<file path="src/rtl/inst_fetch_unit.sv">
// Instruction fetch stage: owns the PC, issues word-aligned memory requests under a credit limit,
// buffers in-order responses in a small prefetch FIFO and handles redirects by dropping stale responses.
module inst_fetch_unit #(
    parameter logic [31:0] RESET_PC   = 32'h0000_0000,
    parameter int          FIFO_DEPTH = 2
) (
    input  logic        clk,
    input  logic        rst_n,
    output logic        imem_req_valid,
    output logic [31:0] imem_req_addr,
    input  logic        imem_req_ready,
    input  logic        imem_resp_valid,
    input  logic [31:0] imem_resp_data,
    input  logic        redirect_valid,
    input  logic [31:0] redirect_pc,
    output logic        instr_valid,
    output logic [31:0] instr_word,
    output logic [31:0] instr_pc,
    input  logic        instr_ready
);

    localparam int PTR_W = (FIFO_DEPTH > 1) ? $clog2(FIFO_DEPTH) : 1;
    localparam int CNT_W = $clog2(FIFO_DEPTH) + 1;

    typedef enum logic [1:0] {IDLE, RUN, FLUSH} state_t;

    state_t             state_reg, state_next;
    logic [31:0]        fetch_pc_reg, fetch_pc_next;
    logic [31:0]        resp_pc_reg, resp_pc_next;
    logic [CNT_W-1:0]   inflight_reg, inflight_next;
    logic [CNT_W-1:0]   drop_cnt_reg, drop_cnt_next;
    logic [CNT_W-1:0]   count_reg, count_next;
    logic [PTR_W-1:0]   wr_ptr_reg, wr_ptr_next;
    logic [PTR_W-1:0]   rd_ptr_reg, rd_ptr_next;
    logic [31:0]        fifo_pc_reg   [FIFO_DEPTH];
    logic [31:0]        fifo_word_reg [FIFO_DEPTH];
    logic [FIFO_DEPTH-1:0] entry_we;

    logic               req_hs, resp_keep, resp_drop, pop;
    logic [CNT_W-1:0]   credit_used, drop_redirect;
    logic [31:0]        redirect_base;

    assign redirect_base = redirect_pc & ~32'h3;
    // Every slot already promised (pending, stale or buffered) counts against the FIFO capacity.
    assign credit_used   = inflight_reg + drop_cnt_reg + count_reg;
    assign req_hs        = imem_req_valid && imem_req_ready;
    assign resp_keep     = imem_resp_valid && !redirect_valid && (drop_cnt_reg == '0);
    assign resp_drop     = imem_resp_valid && !redirect_valid && (drop_cnt_reg != '0);
    assign pop           = instr_valid && instr_ready;
    assign drop_redirect = inflight_reg + drop_cnt_reg + CNT_W'(req_hs) - CNT_W'(imem_resp_valid);

    assign imem_req_addr = fetch_pc_reg;
    assign instr_valid   = (count_reg != '0);
    assign instr_word    = fifo_word_reg[rd_ptr_reg];
    assign instr_pc      = fifo_pc_reg[rd_ptr_reg];

    always_ff @(posedge clk or negedge rst_n) begin
        if (!rst_n) begin
            state_reg    <= IDLE;
            fetch_pc_reg <= RESET_PC;
            resp_pc_reg  <= RESET_PC;
            inflight_reg <= '0;
            drop_cnt_reg <= '0;
            count_reg    <= '0;
            wr_ptr_reg   <= '0;
            rd_ptr_reg   <= '0;
        end else begin
            state_reg    <= state_next;
            fetch_pc_reg <= fetch_pc_next;
            resp_pc_reg  <= resp_pc_next;
            inflight_reg <= inflight_next;
            drop_cnt_reg <= drop_cnt_next;
            count_reg    <= count_next;
            wr_ptr_reg   <= wr_ptr_next;
            rd_ptr_reg   <= rd_ptr_next;
        end
    end

    always_comb begin
        fetch_pc_next = fetch_pc_reg;
        resp_pc_next  = resp_pc_reg;
        inflight_next = inflight_reg + CNT_W'(req_hs) - CNT_W'(resp_keep);
        drop_cnt_next = drop_cnt_reg - CNT_W'(resp_drop);
        count_next    = count_reg + CNT_W'(resp_keep) - CNT_W'(pop);
        wr_ptr_next   = wr_ptr_reg + PTR_W'(resp_keep);
        rd_ptr_next   = rd_ptr_reg + PTR_W'(pop);
        if (req_hs) begin
            fetch_pc_next = fetch_pc_reg + 32'd4;
        end
        if (resp_keep) begin
            resp_pc_next = resp_pc_reg + 32'd4;
        end
        // Everything accepted so far becomes stale; the FIFO is discarded wholesale.
        if (redirect_valid) begin
            fetch_pc_next = redirect_base;
            resp_pc_next  = redirect_base;
            inflight_next = '0;
            drop_cnt_next = drop_redirect;
            count_next    = '0;
            wr_ptr_next   = '0;
            rd_ptr_next   = '0;
        end
    end

    always_comb begin
        state_next = state_reg;
        if (redirect_valid) begin
            state_next = (drop_redirect != '0) ? FLUSH : RUN;
        end else begin
            case (state_reg)
                IDLE:    state_next = RUN;
                RUN:     state_next = RUN;
                FLUSH:   state_next = (drop_cnt_next == '0) ? RUN : FLUSH;
                default: state_next = IDLE;
            endcase
        end
    end

    always_comb begin
        imem_req_valid = 1'b0;
        if (state_reg == RUN && credit_used < CNT_W'(FIFO_DEPTH)) begin
            imem_req_valid = 1'b1;
        end
    end

    genvar gi;
    generate
        for (gi = 0; gi < FIFO_DEPTH; gi++) begin : g_entry_we
            assign entry_we[gi] = resp_keep && (wr_ptr_reg == PTR_W'(gi));
        end
    endgenerate

    // Storage is reset so the head outputs read zero while nothing has been fetched.
    always_ff @(posedge clk or negedge rst_n) begin
        if (!rst_n) begin
            for (int i = 0; i < FIFO_DEPTH; i++) begin
                fifo_pc_reg[i]   <= '0;
                fifo_word_reg[i] <= '0;
            end
        end else begin
            for (int i = 0; i < FIFO_DEPTH; i++) begin
                if (entry_we[i]) begin
                    fifo_pc_reg[i]   <= resp_pc_reg;
                    fifo_word_reg[i] <= imem_resp_data;
                end
            end
        end
    end

endmodule
</file>
<file path="config.mk">
export PLATFORM = sky130hd
export DESIGN_NAME = inst_fetch_unit
export DESIGN_NICKNAME = d
export VERILOG_FILES = /design/src/rtl/inst_fetch_unit.sv
export SDC_FILE = /design/constraint.sdc
export NUM_CORES = 1
export LEC_CHECK = 0
export CORE_MARGIN = 1.5
export CORE_UTILIZATION = 40
export CTS_CLUSTER_DIAMETER = 150
export DETAILED_ROUTE_END_ITERATION = 6
export HOLD_SLACK_MARGIN = 0.15
export PLACE_DENSITY_LB_ADDON = 0.05
export SKIP_CTS_REPAIR_TIMING = 1
export SLEW_MARGIN = 20
export SYNTH_ARGS = -nofsm -noshare
export SYNTH_HDL_FRONTEND = slang
export SYNTH_SLANG_ARGS = --single-unit
</file>
<file path="constraint.sdc">
create_clock -name clk -period 7.6 [get_ports clk]
set_input_delay 1.52 -clock clk [delete_from_list [all_inputs] [get_ports clk]]
set_output_delay 1.52 -clock clk [all_outputs]
set_load 0.05 [all_outputs]
</file>
==> key figures <==
Run status
  – Status: complete, no violations

Setup path
  – Slowest stage delay, CP: 830 ps
  – Cell Chain, Critical Path: xnor3_1, xor3_1, nor3b_1, clkdlybuf4s50_1
  – Crit-path slowest cell: clkdlybuf4s50_1
  – WP data arrival: 3220 ps
  – Setup CP Type: reg2out
  – Setup crit end kind: primary output
  – WP buf/inv: 1
  – Max FO, Critical Path: 25
  – Worst setup SP type: register
  – CP Data Required Time: 6080 ps
  – CP top delay family: XOR/XNOR gates

Pwr
  – Power per cell area: 410 nW/um2
  – Combinational power share: 48.7%
  – Internal power: 2.85 mW
  – Worst-case vdd ir drop: 0.168 mV
  – Switch share: 41.7%
  – Seq pwr share: 32.9%
  – Net Switching: 2.03 mW
  – Clk pwr share: 18.4%
  – Leakage power: 4.92 nW

Synthesis
  – Async SR Flop Fraction: 100%
  – #FFs+latches synth: 194
  – Ys flop type: dfrtp_1
  – EDFF count, synth: 0
  – Post-Synthesis Cell Area: 9400 um2
  – Cells after synthesis: 780
  – Post-synthesis sequential area ratio: 51.6%
  – Yosys warns: 0
  – Library cells used by synthesis: 45
  – Syn Area/Cell: 12.1 um2

Timing
  – Worst slew pin tran: 985 ps
  – Finish-stage setup viols: 0
  – Max Slew Vio Count: 0
  – Final Skew: 14.9 ps
  – TNS Setup: 0 ps
  – Relative slew slack: 34.4%
  – Fin. Hold Viols: 0
  – RSZ-0062 raised after global routing: false
  – Final setup margin: 2860 ps
  – Fmax: 211 MHz
  – Period minus WS final: 4740 ps
  – Period utilization: 62.4%

Placed design
  – Placer Congestion: 0.866
  – HPWL after DPL: 16.2 mm
  – Buffers on Ports: 161
  – Place WS: 2520 ps

Finish
  – Area of the multi-input gates: 4320 um2
  – Layout area overhead: 26.5%
  – Commonest non-fill, non-tap cell in the layout: dfrtp_1
  – Fillcell total: 1,989
  – Commonest cells after routing, fill and taps aside: 193 x dfrtp_1, 192 x mux2_2, 159 x clkdlybuf4s50_1
  – Share of layout cells above drive strength 1: 26.1%
  – Reg area: 4860 um2
  – Final nets: 1,007
  – Largest register FFs: 64
  – Diode count: 0

Route
  – Drt total wl: 23.3 mm
  – Avg WL per Cell: 18.7 um
  – Vias: 6,739
  – 1st-iter DRT viols: 283
  – Pre-antenna DRT Iters: 5
  – Final antenna-violating net count: 0
  – Residual DRC: 0
  – Vias per cell: 5.39

Clock network
  – CTS tree: built
  – Clk sinks: 194
  – Worst-path clk slew: 80 ps
  – CTS root buf: clkbuf_16
  – TritonCTS buffer count: 17
  – Max clock buf depth: 2
  – Clock latency on the worst-skew pair: 420 ps
  – H-Tree Depth: 4

Floorplan
  – Die H: 156 um
  – Chip width: 156 um
  – Core footprint: 22,800 um2
  – Initial Util: 41.2%
  – Die area: 24,400 um2
  – # rows: 55
  – I/O Pins: 168

Global routing
  – Pin count of the biggest net entering global routing: 75
  – Number of global-route vias before repair: 7,042
  – Initial antenna violation count: 0
  – Global route total overflow: 0
  – Total track usage: 19.7%
  – First-pass GRT wire length: 37.4 mm

Min path
  – Hold crit path type: reg2reg

Job
  – Maxcap violations: 0
## metrics by stage
step | utilization (%) | cell area (um2) | cells | power [mW] | hold WS (ps)
2_1_floorplan | - | 9410 | 783 | 3.28 | 475
3_3_place_gp | 49.4 | 11300 | 1219 | 3.96 | 483
3_5_place_dp | 49.4 | 11300 | 1219 | 4.02 | 490
4_1_cts | 52.0 | 11900 | 1251 | 4.94 | 506
5_1_grt | 52.1 | 11900 | 1251 | 5.15 | 518
6_report | 52.1 | 11900 | 1251 | 4.88 | 504
## cell usage after synthesis (2+ instances only)
cell / number / share of area [%]
or2_2: 7 / 0.47
a21oi_1: 5 / 0.27
nor2b_1: 5 / 0.33
ha_1: 12 / 1.6
o21ai_0: 26 / 1.4
or4_1: 6 / 0.48
xnor2_1: 28 / 2.6
and4_1: 4 / 0.37
nor3_1: 14 / 0.75
inv_1: 21 / 0.84
nor2_1: 16 / 0.64
nor3b_1: 2 / 0.16
and2_1: 4 / 0.27
o31ai_1: 7 / 0.56
or2_1: 2 / 0.13
or3_1: 4 / 0.27
buf_4: 4 / 0.32
and3_1: 8 / 0.53
a31oi_1: 5 / 0.33
nand3_1: 21 / 1.1
nor4_1: 12 / 0.80
a21boi_0: 2 / 0.16
o31a_1: 2 / 0.19
mux2i_1: 5 / 0.53
nand4_1: 19 / 1.3
mux2_2: 192 / 23
o311ai_0: 9 / 0.84
nand2b_1: 4 / 0.27
o211ai_1: 21 / 1.7
xor2_1: 13 / 1.2
buf_1: 11 / 0.44
dfrtp_1: 194 / 52
nand2_1: 54 / 2.2
clkbuf_1: 30 / 1.2
## power by group through the flow
stage	Sequential, mW	Combinational, mW	Clock [mW]
2_1_floorplan	1.61	1.67	0
3_3_place_gp	1.60	2.36	0
4_1_cts	1.61	2.40	0.921
3_5_place_dp	1.63	2.39	0
5_1_grt	1.66	2.52	0.968
6_report	1.61	2.38	0.896
## layer usage
layer / wire length, um / track usage [%] / up-vias / share of wire (%)
li1: - / - / 3102 / -
met1: 10800 / 26.3 / 3435 / 46
met2: 11300 / 33.0 / 192 / 48
met3: 1060 / 3.85 / 10 / 4.6
met4: 187 / 4.54 / 0 / 0.80
met5: 0 / 0 / - / 0
## final timing paths
check / start / slack, ps / cells after the start / endpoint
max: drop_cnt_reg[1] / 2860 / 4 / imem_req_valid
min: fifo_pc_reg[4] / 500 / 1 / fifo_pc_reg[4]
max reg2reg: drop_cnt_reg[1] / 4360 / 9 / state_reg[1]
min reg2reg: fifo_pc_reg[4] / 500 / 1 / fifo_pc_reg[4]
max in group asynchronous: rst_n / 5120 / 2 / rd_ptr_reg
min in group asynchronous: rst_n / 1040 / 1 / fifo_word_reg[61]
## logic make-up after synthesis
logic type	count (synthesis)	synth area share (%)
DFF	194	51.6
adders and majority gates	12	1.60
other	1	0.0399
xor gates and xnor gates	43	4.31
buffers and inverters	67	2.85
and+or+nand+nor	185	10.3
muxes	197	23.5
AOI/OAI and AO/OA	81	5.78
## layout make-up
| class | count | area share, % |
|---|---|---|
| timing repair buffer | 169 | 14.0 |
| clock buffer | 19 | 3.72 |
| clock inverter | 13 | 1.20 |
| sequential | 194 | 40.8 |
| inverter | 21 | 0.663 |
| tap | 313 | 3.29 |
| multi-input combinational | 522 | 36.3 |
Power figures use the tool's default switching activity.
